==> src/rtl/sic_driver.sv <==
// rtl/sic_driver.sv - SIC transmit driver: walks x1/x2 one bit at a time, returns synchronized z (optional: SIC_DRIVER_STABLE_EN)
module sic_driver #(
    parameter int HOLD_CYCLES = 4,
    parameter int CNT_W       = 8
) (
    input  logic       clk,
    input  logic       rst,
    input  logic       req_valid,
    output logic       req_ready,
    input  logic [1:0] req_target,
    input  logic       req_order,
    output logic       resp_valid,
    input  logic       resp_ready,
    output logic       resp_z,
    input  logic       z,
    output logic       x1,
    output logic       x2,
`ifdef SIC_DRIVER_STABLE_EN
    output logic       resp_unstable,
`endif
    output logic       busy
);

    localparam logic [CNT_W-1:0] HOLD_LOAD = CNT_W'(HOLD_CYCLES - 1);

    typedef enum logic [1:0] {IDLE, HOLD1, HOLD2, RESP} state_t;

    state_t           state, state_nx;
    logic [CNT_W-1:0] cnt;
    logic             z_meta, z_s;
    logic             second_x1;
    logic             accept;
    logic [1:0]       diff;
    logic             cnt_zero;
    logic             hold_load;

    assign accept    = (state == IDLE) && req_valid;
    assign diff      = req_target ^ {x1, x2};
    assign cnt_zero  = (cnt == '0);
    assign req_ready = (state == IDLE);
    assign busy      = (state != IDLE);
    assign hold_load = (state != state_nx) && ((state_nx == HOLD1) || (state_nx == HOLD2));

    // Two-flop synchronizer for the asynchronous z from the SIC machine
    always_ff @(posedge clk or negedge rst) begin
        if (!rst) begin
            z_meta <= 1'b0;
            z_s    <= 1'b0;
        end else begin
            z_meta <= z;
            z_s    <= z_meta;
        end
    end

    // State register
    always_ff @(posedge clk or negedge rst) begin
        if (!rst) state <= IDLE;
        else      state <= state_nx;
    end

    // Next-state: two-bit moves pass through HOLD1 so the bits flip on separate edges
    always_comb begin
        state_nx = state;
        case (state)
            IDLE:  if (req_valid) state_nx = (diff == 2'b11) ? HOLD1 : HOLD2;
            HOLD1: if (cnt_zero) state_nx = HOLD2;
            HOLD2: if (cnt_zero) state_nx = RESP;
            RESP:  if (resp_ready) state_nx = IDLE;
            default: state_nx = IDLE;
        endcase
    end

    // Hold counter: reloads on entry to a hold state, then counts down to zero
    always_ff @(posedge clk or negedge rst) begin
        if (!rst) begin
            cnt <= '0;
        end else if (hold_load) begin
            cnt <= HOLD_LOAD;
        end else if (!cnt_zero) begin
            cnt <= cnt - CNT_W'(1);
        end
    end

    // x1/x2 drive: at most one bit flips per edge; the deferred bit is remembered in second_x1
    always_ff @(posedge clk or negedge rst) begin
        if (!rst) begin
            x1        <= 1'b0;
            x2        <= 1'b0;
            second_x1 <= 1'b0;
        end else if (accept) begin
            case (diff)
                2'b10: x1 <= ~x1;
                2'b01: x2 <= ~x2;
                2'b11: begin
                    if (req_order) begin
                        x2        <= ~x2;
                        second_x1 <= 1'b1;
                    end else begin
                        x1        <= ~x1;
                        second_x1 <= 1'b0;
                    end
                end
                default: ;
            endcase
        end else if ((state == HOLD1) && cnt_zero) begin
            if (second_x1) x1 <= ~x1;
            else           x2 <= ~x2;
        end
    end

    // Response register: captured at the end of the last hold, held until the handshake
    always_ff @(posedge clk or negedge rst) begin
        if (!rst) begin
            resp_valid <= 1'b0;
            resp_z     <= 1'b0;
        end else if ((state == HOLD2) && cnt_zero) begin
            resp_valid <= 1'b1;
            resp_z     <= z_s;
        end else if ((state == RESP) && resp_ready) begin
            resp_valid <= 1'b0;
        end
    end

`ifdef SIC_DRIVER_STABLE_EN
    logic z_prev;
    logic unstable_acc;

    // Flags any z_s movement over the final HOLD2 window and reports it alongside the response
    always_ff @(posedge clk or negedge rst) begin
        if (!rst) begin
            z_prev        <= 1'b0;
            unstable_acc  <= 1'b0;
            resp_unstable <= 1'b0;
        end else begin
            z_prev <= z_s;
            if (hold_load && (state_nx == HOLD2)) begin
                unstable_acc <= 1'b0;
            end else if ((state == HOLD2) && (z_s != z_prev)) begin
                unstable_acc <= 1'b1;
            end
            if ((state == HOLD2) && cnt_zero) begin
                resp_unstable <= unstable_acc | (z_s != z_prev);
            end else if ((state == RESP) && resp_ready) begin
                resp_unstable <= 1'b0;
            end
        end
    end
`endif

endmodule

==> config.mk <==
export PLATFORM = sky130hd
export DESIGN_NAME = sic_driver
export DESIGN_NICKNAME = d
export VERILOG_FILES = /design/src/rtl/sic_driver.sv
export SDC_FILE = /design/constraint.sdc
export NUM_CORES = 1
export LEC_CHECK = 0
export CAP_MARGIN = 10
export CORE_UTILIZATION = 25
export CTS_CLUSTER_DIAMETER = 120
export DETAILED_ROUTE_END_ITERATION = 8
export SKIP_CTS_REPAIR_TIMING = 1
export SLEW_MARGIN = 20
export SYNTH_ARGS = -nofsm -noshare
export SYNTH_HDL_FRONTEND = slang
export SYNTH_SLANG_ARGS = --single-unit
==> constraint.sdc <==
create_clock -name clk -period 2.25 [get_ports clk]
set_input_delay 0.5625 -clock clk [delete_from_list [all_inputs] [get_ports clk]]
set_output_delay 0.5625 -clock clk [all_outputs]
set_load 0.005 [all_outputs]
==> results.toml <==
[setup_path]
setup.worst_path.start = "state[1]"
crit_type = "flop to output pin"
setup.worst_path.end_class = "output pin"
cp.required_ns = 1.69
cp-start-kind = "flop"
reg2reg_from = "cnt[0]"
worstPathArrival_ns = 1.53
crit_fanout = 2

[synthesis]
yosysMostFrequentCell = "dfrtp_1"
synthCells = 93
synth-main-ff-cell = "dfrtp_1"
synthTopCellsByCount = "dfrtp_1, nor2_1, inv_1"
synth_area_leaders = "dfrtp_1, xor2_1, nor2_1"
synth_warnings = 0
synth.top_cell.area_share = 0.4485
syn_avg_cell_area_um2 = 10.20
yosysTopAreaCell = "dfrtp_1"
synth-async-reset-ratio = 1.000
synth.distinct_cells = 36
synth_nets = 102
ys_ff_latch = 17
seq_area_frac_synth = 0.4485
synth_edf_count = 0
syn_area_um2 = 948.4

[clocking]
path_clk_slew_ns = 0.06
cts_max_path_buffers = 2
cts_tree = "done"
htree_levels = 1
cts-root-buf = "clkbuf_8"
numCtsBuffers = 3
clk_latency_ns = 0.25
clock_sinks = 17

[die]
placementRows = 22
die_area_um2 = 4044
fp.dieH_um = 63.59
io_pins = 14
die_w_um = 63.59
start_util = 0.2591
coreArea_um2 = 3661

[pwr]
pwr_density_cell_nw_per_um2 = 1294
total_power_mw = 1.561
cellLeakagePower_nw = 0.5303
ir_drop_v = 0.0005265

[global_routing]
track_usage = 0.1048
grt_pass1_wl_um = 3305
grt_pass1_vias = 774
grt_overflow = 0
grt_antenna_before_repair = 0
grt_max_degree = 18

[timing]
finalCriticalPeriod_ns = 2.094
relSlewSlack = 0.6226
fmax_mhz = 477.5
clock_skew_ns = 0.004135
finalHoldViolations = 0
setup_violations = 0
grt_setup_unrepaired = "no"
tightest_slew_ns = 0.5582
finalCritPeriodShare = 0.9307
setup_tns_ns = 0
slew_violations = 0

[run_status]
status = "complete, no violations"

[placed_design]
dpl-instance-area_um2 = 1161
place.gp.congestion = 0.7818
dp_hpwl_um = 1436
io_buffers = 13

[min_path]
hold_path_class = "flop to flop"
min_from = "z_meta"

[finish]
syn_to_final_growth_pct = 27.18
fin_nets = 122
antenna_cells = 0
final_area_um2 = 1206
layout-drive-gt1-share = 0.1786

[job]
cap_violations = 0

[drt]
num_vias = 723
avgViaCountPerCell = 4.519
ant_nets = 0
drc = 0
wl_per_cell_um = 11.78
drt_pass1_iterations = 4
drt-total-wl_um = 1885
drtIter0Drc = 26
-- flip-flops by register name, summed over array words and instances, names as in the netlist --
name	count
z_s	1
second_x1	1
resp_z	1
state	2
cnt	8
x2	1
resp_valid	1
z_meta	1
x1	1
-- worst max-delay path, cell delays in order (launching register included) --
cell             delay (ns)
dfrtp_1                0.37
or2_2                  0.31
inv_1                  0.09
clkdlybuf4s50_1        0.51
-- final timing paths --
check | endpoint | slack, ns | depth (start not counted)
setup reg to reg | resp_z | 0.30 | 6
setup / recovery | req_ready | 0.16 | 3
hold reg to reg | z_s | 0.35 | 0
min in group asynchronous | cnt[7] | 0.63 | 2
hold / removal | z_s | 0.35 | 0
max in group asynchronous | cnt[6] | 1.43 | 2
-- cell type report --
cell class / instances / area, um^2
multi-input combinational: 67 / 489.2
inverter: 7 / 26.28
timing repair buffer: 17 / 160.2
clock buffer: 4 / 45.04
sequential: 17 / 425.4
fill: 365 / 2455
tap: 48 / 60.06
-- power by group --
group	total [mW]	switching [mW]	internal, mW
combinational	0.767	0.362	0.405
sequential	0.570	0.132	0.438
clock	0.223	0.0979	0.125
-- cell usage in the layout (no fill, tap or decap), drive strengths merged, types with 3 or more instances in the layout --
master and n:
dfrtp 17, clkdlybuf4s50 13, nor2 10, inv 7
nand2 6, a21oi 5, xor2 4, nor3 4
buf 4, clkbuf 4, o21ai 3, nor2b 3
mux2 3
-- stage by stage --
stage / setup WS, ns / util / cells / hold slack (ns)
floorplan: 0.4420 / - / 93 / 0.2669
global placement: 0.2335 / 0.3172 / 156 / 0.3369
detailed placement: 0.1702 / 0.3172 / 156 / 0.3347
CTS: 0.1421 / 0.3295 / 160 / 0.3501
global route: 0.07458 / 0.3295 / 160 / 0.3758
finish: 0.1558 / 0.3295 / 160 / 0.3482
-- layer usage --
| layer | up-vias | part of all wire | GRT usage |
|---|---|---|---|
| met4 | 0 | 0.0042 | 0.03693 |
| met1 | 348 | 0.47 | 0.1339 |
| li1 | 360 | - | - |
| met5 | - | 0 | 0 |
| met3 | 2 | 0.032 | 0.02355 |
| met2 | 13 | 0.49 | 0.1715 |
-- cell families after synthesis --
kind of cell	synth area share
and+or+nand+nor	0.2691
DFF	0.4486
AOI/OAI and AO/OA	0.1174
buffers and inverters	0.03563
xor gates and xnor gates	0.05541
muxes	0.06068
adders and majority gates	0.01319
No activity file was read; power rests on OpenSTA's default activity.
